### src/rtl/ad_ip_jesd204_tpl_dac_sync_ctrl.sv
// Start-up sequencer for the JESD204 DAC transport layer: arm/trigger or manual sync,
// dac_sync pulse, then wait for link_ready before unmuting the datapath.
module ad_ip_jesd204_tpl_dac_sync_ctrl #(
    parameter int unsigned SYNC_PULSE_CYCLES = 4,
    parameter int unsigned READY_TIMEOUT     = 1024,
    parameter int unsigned CNT_WIDTH         = 16
) (
    input  logic                 clk,
    input  logic                 reset,
    input  logic                 arm,
    input  logic                 disarm,
    input  logic                 manual_sync,
    input  logic                 ext_sync,
    input  logic                 link_ready,
    input  logic                 timeout_clr,
    output logic                 dac_sync,
    output logic                 dac_run,
    output logic                 armed,
    output logic                 timeout,
    output logic [CNT_WIDTH-1:0] sync_count
);

    localparam int unsigned TMR_MAX = (READY_TIMEOUT > SYNC_PULSE_CYCLES) ?
                                      READY_TIMEOUT : SYNC_PULSE_CYCLES;
    localparam int unsigned TW = $clog2(TMR_MAX + 1);

    localparam logic [TW-1:0]        PULSE_LOAD = TW'(SYNC_PULSE_CYCLES - 1);
    localparam logic [TW-1:0]        READY_LAST = TW'(READY_TIMEOUT - 1);
    localparam logic [CNT_WIDTH-1:0] CNT_SAT    = '1;

    typedef enum logic [2:0] {
        IDLE       = 3'd0,
        ARMED      = 3'd1,
        SYNC       = 3'd2,
        WAIT_READY = 3'd3,
        RUN        = 3'd4
    } state_t;

    state_t               state_q, state_d;
    logic [TW-1:0]        tmr_q, tmr_d;
    logic                 ext_sync_dly_q, ext_sync_dly_d;
    logic                 dac_sync_q, dac_sync_d;
    logic                 dac_run_q, dac_run_d;
    logic                 armed_q, armed_d;
    logic                 timeout_q, timeout_d;
    logic [CNT_WIDTH-1:0] sync_count_q, sync_count_d;
    logic                 trig;
    logic                 timeout_set;

    // Shared timer: counts down the sync pulse in SYNC, counts up the ready wait in WAIT_READY.
    always_comb begin
        state_d        = state_q;
        tmr_d          = tmr_q;
        timeout_set    = 1'b0;
        ext_sync_dly_d = ext_sync;
        trig           = ext_sync & ~ext_sync_dly_q;

        unique case (state_q)
            IDLE: begin
                if (manual_sync) begin
                    state_d = SYNC;
                    tmr_d   = PULSE_LOAD;
                end else if (arm) begin
                    state_d = ARMED;
                end
            end
            ARMED: begin
                if (disarm) begin
                    state_d = IDLE;
                end else if (trig || manual_sync) begin
                    state_d = SYNC;
                    tmr_d   = PULSE_LOAD;
                end
            end
            SYNC: begin
                if (tmr_q == '0) begin
                    state_d = WAIT_READY;
                    tmr_d   = '0;
                end else begin
                    tmr_d = tmr_q - TW'(1);
                end
            end
            WAIT_READY: begin
                if (manual_sync) begin
                    state_d = SYNC;
                    tmr_d   = PULSE_LOAD;
                end else if (link_ready) begin
                    state_d = RUN;
                end else if (tmr_q == READY_LAST) begin
                    state_d     = IDLE;
                    timeout_set = 1'b1;
                end else begin
                    tmr_d = tmr_q + TW'(1);
                end
            end
            RUN: begin
                if (manual_sync) begin
                    state_d = SYNC;
                    tmr_d   = PULSE_LOAD;
                end else if (!link_ready) begin
                    state_d = WAIT_READY;
                    tmr_d   = '0;
                end else if (arm) begin
                    state_d = ARMED;
                end
            end
            default: begin
                state_d = IDLE;
                tmr_d   = '0;
            end
        endcase

        // Outputs track the next state so they are registered alongside it.
        dac_sync_d = (state_d == SYNC);
        dac_run_d  = (state_d == RUN);
        armed_d    = (state_d == ARMED);

        sync_count_d = sync_count_q;
        if ((state_d == SYNC) && (state_q != SYNC) && (sync_count_q != CNT_SAT)) begin
            sync_count_d = sync_count_q + CNT_WIDTH'(1);
        end

        timeout_d = timeout_q;
        if (timeout_clr) begin
            timeout_d = 1'b0;
        end
        if (timeout_set) begin
            timeout_d = 1'b1;
        end
    end

    always_ff @(posedge clk) begin
        if (reset) begin
            state_q        <= IDLE;
            tmr_q          <= '0;
            ext_sync_dly_q <= 1'b0;
            dac_sync_q     <= 1'b0;
            dac_run_q      <= 1'b0;
            armed_q        <= 1'b0;
            timeout_q      <= 1'b0;
            sync_count_q   <= '0;
        end else begin
            state_q        <= state_d;
            tmr_q          <= tmr_d;
            ext_sync_dly_q <= ext_sync_dly_d;
            dac_sync_q     <= dac_sync_d;
            dac_run_q      <= dac_run_d;
            armed_q        <= armed_d;
            timeout_q      <= timeout_d;
            sync_count_q   <= sync_count_d;
        end
    end

    assign dac_sync   = dac_sync_q;
    assign dac_run    = dac_run_q;
    assign armed      = armed_q;
    assign timeout    = timeout_q;
    assign sync_count = sync_count_q;

endmodule

### config.mk
export PLATFORM = sky130hd
export DESIGN_NAME = ad_ip_jesd204_tpl_dac_sync_ctrl
export DESIGN_NICKNAME = d
export VERILOG_FILES = /design/src/rtl/ad_ip_jesd204_tpl_dac_sync_ctrl.sv
export SDC_FILE = /design/constraint.sdc
export NUM_CORES = 1
export LEC_CHECK = 0
export BUFFER_PORTS_ARGS = -buffer_cell sky130_fd_sc_hd__buf_2
export CAP_MARGIN = 15
export CORE_ASPECT_RATIO = 1.75
export CORE_UTILIZATION = 35
export CTS_CLUSTER_DIAMETER = 80
export DETAILED_ROUTE_END_ITERATION = 6
export SLEW_MARGIN = 40
export SYNTH_ARGS = -nofsm -noshare
export SYNTH_HDL_FRONTEND = slang
export SYNTH_SLANG_ARGS = --single-unit
### constraint.sdc
create_clock -name clk -period 3.9 [get_ports clk]
set_clock_uncertainty 0.1 [all_clocks]
set_input_delay 0.585 -clock clk [delete_from_list [all_inputs] [get_ports clk]]
set_output_delay 0.585 -clock clk [all_outputs]
set_load 0.02 [all_outputs]
==> impl_metrics.csv <==
group,metric,value,unit
power_and_ir_drop,p_int,0.000829,W
synth,syn-num-nets,297,
synth,yosysMostFrequentCell,"nor2_1",
die,rows,39,
die,die_h,110,um
hold_path,whs_path_depth,2,
clocking,htreeDepth,2,
die,die_area,7000,um2
critical_path,cp_cell_sequence,"ha_1 -> nand3_4 -> or3_4 -> nor4_1 -> nand2b_1 -> nor2b_1 -> a22o_1",
clocking,cts_tree,"done",
synth,synthTopCellsByCount,"nor2_1, dfxtp_1, nand2_1",
power_and_ir_drop,p_leak,0.954,nW
synth,syn_area_per_cell,8.17,um2
sta,tightest_slew,0.778,ns
clocking,cts_buffer_depth,2,
clocking,ctsHoldBuffers,0,
synth,synth.area.top_cells,"dfxtp_1, nor2_1, xnor2_1, nor3_2, a21oi_1",
power_and_ir_drop,combPwrFrac,28.3,%
job,drv_cap,0,
clocking,cts_buffers,5,
critical_path,r2r_cells,7,
die,ios,28,
placement,gp_congestion,0.862,
synth,synth_seq_area_share,30.1,%
layout,syn_to_final_growth,12.0,%
drt,vias,2123,
die,die_x,63.7,um
clocking,clkLatencyLatePin,0.28,ns
critical_path,cpPeakStageDelay,0.64,ns
placement,dpl_worst_slack,0.990,ns
drt,viasPerCell,5.59,
sta,hold_violations,0,
power_and_ir_drop,vdd_drop_max,251,uV
grt,track_usage,17.9,%
placement,dpl.hpwl,4210,um
synth,synth_seq_cells,35,
layout,nFillCells,660,
sta,setup_viol,0,
synth,yosys_warnings,0,
clocking,cts.repair.resized,0,
die,initial_core_util,35.9,%
power_and_ir_drop,p_seq_share,35.4,%
sta,fmax,346,MHz
grt,grt_max_degree,27,
power_and_ir_drop,sw_frac_of_total,34.6,%
synth,yosysTopAreaCellShare,30.1,%
sta,rsz0062_at_grt,"false",
sta,slew_viol_final,0,
synth,ys.flop_type,"dfxtp_1",
synth,ys_async_sr_fraction,0,%
grt,grt_pass1_vias,2050,
power_and_ir_drop,p_clk_share,36.3,%
layout,drive_gt1_share,19.5,%
hold_path,hold_path.class,"reg -> reg",
synth,netlist_area,2330,um2
grt,overflow,0,
clocking,postCtsSetupBuffers,0,
drt,ant_nets,0,
sta,period_needed,2.89,ns
sta,finalSetupTns,0,ns
power_and_ir_drop,p_switching,0.000439,W
synth,synth-edff-count,0,
power_and_ir_drop,powerDensity,486,nW/um2
clocking,clk_pin_slew_worst_paths,0.06,ns
grt,antenna_found_initial,0,
critical_path,endpoint_kind,"flip-flop",
critical_path,cp_max_fo,9,
layout,diodes,0,
critical_path,worst_ep_arrival_time,3.01,ns
synth,synth_area_leader_cell,"dfxtp_1",
drt,wl_per_cell,15.2,um
layout,nets,309,
placement,port_buffers,27,
critical_path,cp-start-kind,"flip-flop",
drt,drt_iter0_drc,108,
sta,setup_slack,1.01,ns
outcome,status,"finished, final reports clean",
synth,ys_types,63,
sta,slew_headroom,48.0,%
drt,wirelength,5790,um
critical_path,critPathSlowestCell,"nor2b_1",
sta,fin_crit_sh,74.1,%
critical_path,worst-endpoint-required,4.02,ns
die,core_area,6490,um2
critical_path,path_class,"reg -> reg",
synth,netlist_instances,285,
drt,drcViolationCount,0,
grt,grt_first_pass_wirelength,9700,um
clocking,cts_sinks,35,
clocking,clock_tree.root_cell,"clkbuf_16",
drt,first_pass_iters,4,
critical_path,ff2ff_setup_slack,1.01,ns
==> final cells by class <==
| class | count | area (um2) | area share, % |
|---|---|---|---|
| Tap cell | 82 | 103 | 3.93 |
| Inverter | 3 | 11.3 | 0.432 |
| Clock inverter | 3 | 43.8 | 1.68 |
| Multi-Input combinational cell | 224 | 1480 | 56.8 |
| Sequential cell | 35 | 701 | 26.9 |
| Timing Repair Buffer | 28 | 143 | 5.47 |
| Clock buffer | 5 | 125 | 4.80 |
==> sequential cells by signal (all words and copies together), names as in the netlist <==
name / cells
tmr_q: 11
armed: 1
ext_sync_dly_q: 1
dac_run: 1
state_q: 3
timeout: 1
sync_count: 16
dac_sync: 1
==> cell usage in the layout, fill, tap and decap left out, types with 3 or more instances in the layout <==
cell type  Yosys  final
a21oi_1       14     14
a22o_1         7      7
a22oi_1        4      4
and2_1         4      4
and3_1         7      7
buf_2          8     27
clkbuf_16      0      5
dfxtp_1       35     35
ha_1           4      4
inv_1          3      3
nand2_1       16     16
nand2b_1       7      7
nand3_1        9      9
nand4_1        8      8
nor2_1        39     39
nor2b_1        8      8
nor3_1        13     13
nor3_2        10     10
o21ai_0       12     12
o22ai_1        3      3
xnor2_1       14     14
==> critical path: cells and delay by family, from the launching register on <==
kind,cells,cell delay [ns]
flops,1,0.47
fa+ha+maj,1,0.30
simple gates,5,1.71
compound gates,1,0.25
==> kinds of logic after synthesis <==
| group | count (synthesis) | share of synthesized area [%] |
|---|---|---|
| adder cells (fa/ha/maj) | 4 | 2.15 |
| flip-flops | 35 | 30.1 |
| multiplexers | 3 | 1.34 |
| buffers and inverters | 26 | 6.61 |
| XOR/XNOR | 14 | 5.27 |
| AO/OA/AOI/OAI | 60 | 19.2 |
| AND/OR/NAND/NOR | 143 | 35.3 |
==> through the flow <==
stage	instance area, um2	total power [W]	hold slack [ns]	utilization (%)	instances
finish	2610	0.00127	0.416	40.2	380
global route	2610	0.00135	0.425	40.2	380
CTS	2610	0.00128	0.406	40.2	380
detailed placement	2440	0.000809	0.397	37.6	372
global placement	2430	0.000806	0.392	37.5	372
floorplan	2330	0.000747	0.375	-	285
==> path summary, 6_finish.rpt <==
kind / endpoint / from
setup / recovery: tmr_q[4] / tmr_q[1]
hold / removal: timeout / timeout
setup reg to reg: tmr_q[4] / tmr_q[1]
hold reg to reg: timeout / timeout
==> routing by layer <==
metal  GRT usage, %  part of all wire (%)
met1           18.3                    40
met2           32.7                    53
met3           3.11                   3.4
met4           11.7                   3.1
met5              0                     0
==> power by group through the flow <==
| stage | logic, W | registers [W] | clock network [W] |
|---|---|---|---|
| 3_3_place_gp | 0.000351 | 0.000455 | 0 |
| 5_1_grt | 0.000406 | 0.000456 | 0.000489 |
| 2_1_floorplan | 0.000318 | 0.000429 | 0 |
| 3_5_place_dp | 0.000354 | 0.000455 | 0 |
| 6_report | 0.000359 | 0.000449 | 0.000461 |
| 4_1_cts | 0.000356 | 0.000447 | 0.000474 |
(Power assumes the default switching activity.)
